<file path="config.mk">
export PLATFORM = sky130hd
export DESIGN_NAME = midi_rx_flat
export DESIGN_NICKNAME = d
export VERILOG_FILES = /design/src/rtl/midi_rx_pkg.sv /design/src/rtl/midi_rx_if.sv /design/src/rtl/midi_uart_rx.sv /design/src/rtl/midi_rx.sv /design/src/flat_wrapper.sv
export SDC_FILE = /design/constraint.sdc
export NUM_CORES = 1
export LEC_CHECK = 0
export ABC_AREA = 1
export CAP_MARGIN = 20
export CELL_PAD_IN_SITES_DETAIL_PLACEMENT = 1
export CELL_PAD_IN_SITES_GLOBAL_PLACEMENT = 1
export CORE_UTILIZATION = 42
export CTS_CLUSTER_SIZE = 30
export DETAILED_ROUTE_END_ITERATION = 8
export HOLD_SLACK_MARGIN = 0.12
export PLACE_DENSITY = 0.89
export SKIP_CTS_REPAIR_TIMING = 1
export SYNTH_ARGS = -nofsm -noshare
export SYNTH_HDL_FRONTEND = slang
export SYNTH_SLANG_ARGS = --single-unit
export TNS_END_PERCENT = 1
</file>
<file path="constraint.sdc">
create_clock -name clk_i -period 1.9 [get_ports clk_i]
set_input_delay 0.19 -clock clk_i [delete_from_list [all_inputs] [get_ports clk_i]]
set_output_delay 0.19 -clock clk_i [all_outputs]
set_load 0.05 [all_outputs]
</file>
<file path="src/rtl/midi_rx_pkg.sv">
// midi_rx_pkg: shared MIDI constants, FSM state types and message helpers.
package midi_rx_pkg;
    localparam int MIDI_BAUD = 31_250;
    localparam logic [3:0] MIDI_NOTE_OFF = 4'h8;
    localparam logic [3:0] MIDI_NOTE_ON = 4'h9;
    localparam logic [3:0] MIDI_PGM = 4'hC;
    localparam logic [3:0] MIDI_CHPRESS = 4'hD;
    localparam logic [7:0] MIDI_SYS_MIN = 8'hF0;
    localparam logic [7:0] MIDI_RT_MIN = 8'hF8;
    typedef enum logic [2:0] {WAIT_IDLE, IDLE, START, DATA, STOP} rx_state_t;
    typedef enum logic [1:0] {NO_STATUS, WAIT_D1, WAIT_D2} parse_state_t;
    function automatic logic one_data(input logic [7:0] status);
        return status[7:4] == MIDI_PGM || status[7:4] == MIDI_CHPRESS;
    endfunction
endpackage

</file>
<file path="src/rtl/midi_rx_if.sv">
// midi_rx_if: serial MIDI line in, decoded note events out.
interface midi_rx_if;
    logic rxData_i;
    logic noteValid_o;
    logic noteOn_o;
    logic [6:0] noteNum_o;
    logic [6:0] velocity_o;
    logic frameErr_o;
    modport master(output rxData_i, input noteValid_o, noteOn_o, noteNum_o, velocity_o, frameErr_o);
    modport slave(input rxData_i, output noteValid_o, noteOn_o, noteNum_o, velocity_o, frameErr_o);
endinterface

</file>
<file path="src/rtl/midi_uart_rx.sv">
// midi_uart_rx: 2-FF line synchroniser and 8N1 UART receive FSM.
module midi_uart_rx
    import midi_rx_pkg::*;
#(
    parameter int CLKS_PER_BIT = 32
) (
    input  logic       clk_i,
    input  logic       nrst_i,
    input  logic       rxData_i,
    output logic [7:0] data_o,
    output logic       byteValid_o,
    output logic       frameErr_o
);
    localparam int CW = $clog2(CLKS_PER_BIT);
    localparam logic [CW-1:0] FULL = CW'(CLKS_PER_BIT - 1);
    localparam logic [CW-1:0] HALF = CW'(CLKS_PER_BIT / 2);
    logic [1:0] sync;
    logic line;
    rx_state_t state;
    logic [CW-1:0] cnt;
    logic [2:0] idx;
    assign line = sync[1];
    // cnt counts down to the next sample point; every reload is <= CLKS_PER_BIT-1
    always_ff @(posedge clk_i) begin
        if (!nrst_i) begin
            sync <= 2'b11;
            state <= WAIT_IDLE;
            cnt <= '0;
            idx <= '0;
            data_o <= '0;
            byteValid_o <= 1'b0;
            frameErr_o <= 1'b0;
        end else begin
            sync <= {sync[0], rxData_i};
            byteValid_o <= 1'b0;
            frameErr_o <= 1'b0;
            case (state)
                WAIT_IDLE: if (line) state <= IDLE;
                IDLE: if (!line) begin
                    state <= START;
                    cnt <= HALF;
                end
                START: if (cnt != '0) cnt <= cnt - CW'(1);
                else begin
                    state <= line ? IDLE : DATA;
                    cnt <= FULL;
                    idx <= '0;
                end
                DATA: if (cnt != '0) cnt <= cnt - CW'(1);
                else begin
                    data_o <= {line, data_o[7:1]};
                    cnt <= FULL;
                    idx <= idx + 3'd1;
                    if (idx == 3'd7) state <= STOP;
                end
                STOP: if (cnt != '0) cnt <= cnt - CW'(1);
                else begin
                    byteValid_o <= line;
                    frameErr_o <= !line;
                    state <= line ? IDLE : WAIT_IDLE;
                end
                default: state <= WAIT_IDLE;
            endcase
        end
    end
endmodule

</file>
<file path="src/rtl/midi_rx.sv">
// midi_rx: MIDI byte parser with running status, channel filter and note-event output registers.
module midi_rx
    import midi_rx_pkg::*;
#(
    parameter int CLK_HZ = 50_000_000,
    parameter int BAUD = MIDI_BAUD,
    parameter bit OMNI = 1'b1,
    parameter logic [3:0] CHANNEL = 4'd0
) (
    input logic clk_i,
    input logic nrst_i,
    midi_rx_if.slave bus
);
    localparam int CLKS_PER_BIT = CLK_HZ / BAUD;
    logic [7:0] rx_byte;
    logic byte_valid;
    parse_state_t state;
    logic [7:0] status;
    logic [6:0] d1;
    logic hit;
    midi_uart_rx #(.CLKS_PER_BIT(CLKS_PER_BIT)) u_uart (
        .clk_i(clk_i),
        .nrst_i(nrst_i),
        .rxData_i(bus.rxData_i),
        .data_o(rx_byte),
        .byteValid_o(byte_valid),
        .frameErr_o(bus.frameErr_o)
    );
    assign hit = (status[7:4] == MIDI_NOTE_OFF || status[7:4] == MIDI_NOTE_ON) && (OMNI || status[3:0] == CHANNEL);
    // realtime bytes never reach the parser; system bytes park it in NO_STATUS
    always_ff @(posedge clk_i) begin
        if (!nrst_i) begin
            state <= NO_STATUS;
            status <= '0;
            d1 <= '0;
            bus.noteValid_o <= 1'b0;
            bus.noteOn_o <= 1'b0;
            bus.noteNum_o <= '0;
            bus.velocity_o <= '0;
        end else begin
            bus.noteValid_o <= 1'b0;
            if (byte_valid && rx_byte < MIDI_RT_MIN) begin
                if (rx_byte[7]) begin
                    status <= rx_byte;
                    state <= rx_byte >= MIDI_SYS_MIN ? NO_STATUS : WAIT_D1;
                end else if (state == WAIT_D1 && !one_data(status)) begin
                    d1 <= rx_byte[6:0];
                    state <= WAIT_D2;
                end else if (state != NO_STATUS) begin
                    state <= WAIT_D1;
                    if (state == WAIT_D2 && hit) begin
                        bus.noteValid_o <= 1'b1;
                        bus.noteOn_o <= status[7:4] == MIDI_NOTE_ON && rx_byte[6:0] != 7'd0;
                        bus.noteNum_o <= d1;
                        bus.velocity_o <= rx_byte[6:0];
                    end
                end
            end
        end
    end
endmodule

</file>
<file path="src/flat_wrapper.sv">
// flat-port wrapper written by rule: the top's interface ports become plain ports
module midi_rx_flat import midi_rx_pkg::*;
#(
    parameter int CLK_HZ = 50_000_000,
    parameter int BAUD = MIDI_BAUD,
    parameter bit OMNI = 1'b1,
    parameter logic [3:0] CHANNEL = 4'd0
)
  (clk_i, nrst_i, bus_rxData_i, bus_noteValid_o, bus_noteOn_o, bus_noteNum_o, bus_velocity_o, bus_frameErr_o);
  midi_rx_if bus_i ();
  input logic clk_i;
  input logic nrst_i;
  input wire logic [$bits(bus_i.rxData_i)-1:0] bus_rxData_i;
  output wire logic [$bits(bus_i.noteValid_o)-1:0] bus_noteValid_o;
  output wire logic [$bits(bus_i.noteOn_o)-1:0] bus_noteOn_o;
  output wire logic [$bits(bus_i.noteNum_o)-1:0] bus_noteNum_o;
  output wire logic [$bits(bus_i.velocity_o)-1:0] bus_velocity_o;
  output wire logic [$bits(bus_i.frameErr_o)-1:0] bus_frameErr_o;
  assign bus_i.rxData_i = bus_rxData_i;
  assign bus_noteValid_o = bus_i.noteValid_o;
  assign bus_noteOn_o = bus_i.noteOn_o;
  assign bus_noteNum_o = bus_i.noteNum_o;
  assign bus_velocity_o = bus_i.velocity_o;
  assign bus_frameErr_o = bus_i.frameErr_o;
  midi_rx #(.CLK_HZ(CLK_HZ), .BAUD(BAUD), .OMNI(OMNI), .CHANNEL(CHANNEL)) u_core (.clk_i(clk_i), .nrst_i(nrst_i), .bus(bus_i));
endmodule
</file>
==> run_results.csv, run 1 <==
group,metric,value,unit
routing,wire_per_inst,14.86,um
synthesis,yosys-top-cells-area,"dfxtp_1 (45%), nor2_1 (9.6%), nand2_1 (9.4%), o21ai_0 (5.8%), a21oi_1 (4.8%)",
clock_tree,cts_tree,"yes",
placement,place.gp.congestion,0.7739,
power,seqPwrFrac,0.351,
placement,portBuffers,19,
sta,worst_pin_slew,0.5037,ns
sta,fmax,0.5413,GHz
grt,grt_first_pass_wirelength,11170,um
clock_tree,numCtsBuffers,9,
routing,vias,2436,
floorplan,start_util,0.4368,
placement,hpwlAfterDp,4611,um
power,p_sw,1.521,mW
power,pwr-share-clk,0.313,
routing,firstDrtPassIters,4,
synthesis,synthesis.nets,359,
clock_tree,cts.sink_count,58,
finish,fillers,738,
sta,finalCriticalPeriod,1.848,ns
synthesis,synth_cell_types,30,
grt,gr-total-overflow,0,
floorplan,rows,28,
clock_tree,cts-root-buf,"clkbuf_8",
synthesis,syn_area_per_cell,7.347,um^2
sta,period_share,0.9724,
synthesis,yosysWarnings,0,
synthesis,synth_cells,352,
finish,area_growth,20.85,%
power,power-per-cell-area,1303,nW/um^2
sta,relSlewSlack,0.6631,
grt,grt_max_degree,36,
setup_path,worstPathArrival,2.11,ns
synthesis,synth-simple-area-share,0.3319,
setup_path,cp.required,2.16,ns
sta,setup_viol_count_final,0,
power,swShare,0.3735,
synthesis,synth_area_leader_cell,"dfxtp_1",
floorplan,dieHeight,80.47,um
synthesis,yosysSeqAreaShare,0.4490,
power,internal-power,2.552,mW
finish,multiInputGateArea,1270,um^2
placement,place_ws,0.08227,ns
grt,grt.total_usage,0.2275,
clock_tree,clock_path_buffers,2,
grt,antenna_found_initial,0,
synthesis,synth_top_family_by_area,"simple AND/OR/NAND/NOR gates",
clock_tree,insertion_delay,0.33,ns
floorplan,coreArea,5921,um^2
synthesis,synth_top_area_share,0.4490,
power,p_leak,1.304,nW
clock_tree,clk_transition_reported_paths,0.07,ns
routing,drtIter0Drc,92,
routing,ant_nets,0,
synthesis,synthMuxAreaShare,0,
grt,grt_pass1_vias,2400,
floorplan,io_pins,20,
synthesis,synth-xor-area-share,0.006773,
sta,hold_viol,0,
power,pwr-share-comb,0.336,
synthesis,synth_adder_area_share,0.01935,
routing,viasPerCell,5.250,
synthesis,synth_compound_area_frac,0.1272,
power,ir_drop,655.7,uV
setup_path,critPathKind,"reg2reg",
setup_path,startpoint_type,"flop",
finish,regArea,1161,um^2
sta,maxSlewViolCount,0,
finish,drive_gt1_frac,0.1260,
power,total_power,4.074,mW
outcome,status,"complete, no violations",
synthesis,synth_seq_cells,58,
sta,fin_skew,0.01025,ns
setup_path,endpoint_kind,"flop",
setup_path,worst-path-max-fanout,17,
min_path,min_path_type,"reg2reg",
routing,remaining_drc_errors,0,
run,drv_cap,0,
routing,wirelength,6897,um
finish,insertedDiodeCount,0,
synthesis,synth_area,2586,um^2
finish,layout.nets,391,
clock_tree,cts_max_level,3,
floorplan,die_area,6475,um^2
sta,worst_slack,0.05248,ns
floorplan,fp.dieW,80.47,um
-- stage by stage --
| stage | cells | TNS [ns] | util | area, um^2 | hold slack, ns |
|---|---|---|---|---|---|
| CTS | 459 | 0 | 0.5203 | 3080 | 0.4413 |
| detailed placement | 443 | 0 | 0.4833 | 2861 | 0.4239 |
| global placement | 443 | 0 | 0.4833 | 2861 | 0.4053 |
| global route | 464 | -0.1776 | 0.5279 | 3126 | 0.4544 |
| finish | 464 | 0 | 0.5279 | 3126 | 0.4364 |
| floorplan | 352 | 0 | - | 2586 | 0.2966 |
-- Yosys cell counts --
library cell  count
xnor2_1           1
a21boi_4          1
or2_2             4
ha_1              4
nor2_1           66
nor2_2            1
o21ba_2           1
clkbuf_1          6
nand4_1           8
buf_6             3
inv_1            26
dfxtp_1          58
o21ai_0          30
xor2_1            1
nand2_2           2
nor2_4            3
buf_2             1
nor4_1            2
nand2_4           1
nor3_4            1
inv_2             3
nor3_1            8
a21oi_1          25
nand3_1          21
and2_1            1
nand3b_1          1
nand3_2           2
nor2_8            1
nand2_1          65
o21ai_1           5
-- cell families after synthesis --
group	Yosys count
compound gates	62
xor+xnor	2
simple gates	187
buf+inv	39
flops	58
fa+ha+maj	4
-- cell type report --
cell class | count | share of cell area
Clock buffer | 11 | 0.04524
Clock inverter | 5 | 0.02482
Inverter | 29 | 0.03483
Multi-Input combinational cell | 256 | 0.4063
Sequential cell | 58 | 0.3715
Tap cell | 75 | 0.03002
Timing Repair Buffer | 30 | 0.08727
-- registers in the layout (all words and copies together), names as in the netlist --
signal and count:
u_core.u_uart.idx 3, u_core.bus.velocity_o 7, u_core.u_uart.frameErr_o 1, u_core.bus.noteOn_o 1, u_core.bus.noteValid_o 1, u_core.state 2, u_core.u_uart.sync 2, u_core.d1 7
u_core.u_uart.byteValid_o 1, u_core.u_uart.state 3, u_core.bus.noteNum_o 7, u_core.u_uart.cnt 11, u_core.u_uart.data_o 8, u_core.status 4
-- placed cells by master, fill, tap and decap left out, types with 3 or more instances in the layout --
cell type / n
a21oi_1: 25
nor2_4: 3
dfxtp_1: 58
nor2_1: 66
buf_4: 11
o21ai_0: 30
o21ai_1: 5
nand3_1: 21
inv_2: 5
nand2_1: 65
ha_1: 4
inv_1: 24
or2_2: 4
nor3_1: 8
clkdlybuf4s50_1: 19
clkbuf_8: 10
nand4_1: 8
-- worst paths after layout --
path,from,to,slack (ns),cells past startpoint
setup reg to reg,u_core.u_uart.cnt[0],u_core.u_uart.data_o[1],0.05,11
hold reg to reg,u_core.u_uart.sync[0],u_core.u_uart.sync[1],0.44,1
setup / recovery,u_core.u_uart.cnt[0],u_core.u_uart.data_o[1],0.05,11
hold / removal,u_core.u_uart.sync[0],u_core.u_uart.sync[1],0.44,1
-- power by group through the flow --
stage	Combinational, mW	Sequential [mW]	Clock [mW]
floorplan	0.994	1.42	0
global placement	1.20	1.44	0
detailed placement	1.26	1.45	0
CTS	1.27	1.43	1.29
global route	1.53	1.44	1.34
finish	1.37	1.43	1.28
-- critical path, stage by stage, from the launching register on --
cell and delay (ns):
dfxtp_1 0.34, inv_2 0.09, ha_1 0.16, inv_1 0.05, nor2_1 0.11, nand3_2 0.13
nor2_8 0.22, nand2_8 0.13, nor2_4 0.21, buf_4 0.14, o21ai_1 0.06, nor2_1 0.13
-- per-layer routing --
metal / vias to the layer above / global-route usage / part of all wire
li1: 1208 / - / -
met2: 30 / 0.3924 / 0.50
met1: 1185 / 0.2772 / 0.47
met5: - / 0 / 0
met3: 13 / 0.04091 / 0.020
met4: 0 / 0.09107 / 0.015
Note: power is estimated with default switching activity, not from simulation.
==> run 2, diff against run 1 <==
--- a/config.mk
+++ b/config.mk
@@ -15,6 +15,7 @@
 export HOLD_SLACK_MARGIN = 0.12
 export PLACE_DENSITY = 0.89
 export SKIP_CTS_REPAIR_TIMING = 1
+export SLEW_MARGIN = 10
 export SYNTH_ARGS = -nofsm -noshare
 export SYNTH_HDL_FRONTEND = slang
 export SYNTH_SLANG_ARGS = --single-unit
==> results of run 2 <==
Same layout as run 1: the final DEF is identical, and so are final timing and power.
==> run 3, diff against run 2 <==
--- a/config.mk
+++ b/config.mk
@@ -10,7 +10,7 @@
 export CELL_PAD_IN_SITES_DETAIL_PLACEMENT = 1
 export CELL_PAD_IN_SITES_GLOBAL_PLACEMENT = 1
 export CORE_UTILIZATION = 42
-export CTS_CLUSTER_SIZE = 30
+export CTS_CLUSTER_SIZE = 14
 export DETAILED_ROUTE_END_ITERATION = 8
 export HOLD_SLACK_MARGIN = 0.12
 export PLACE_DENSITY = 0.89
==> results of run 3 <==
Same layout as run 1: the final DEF is identical, and so are final timing and power.
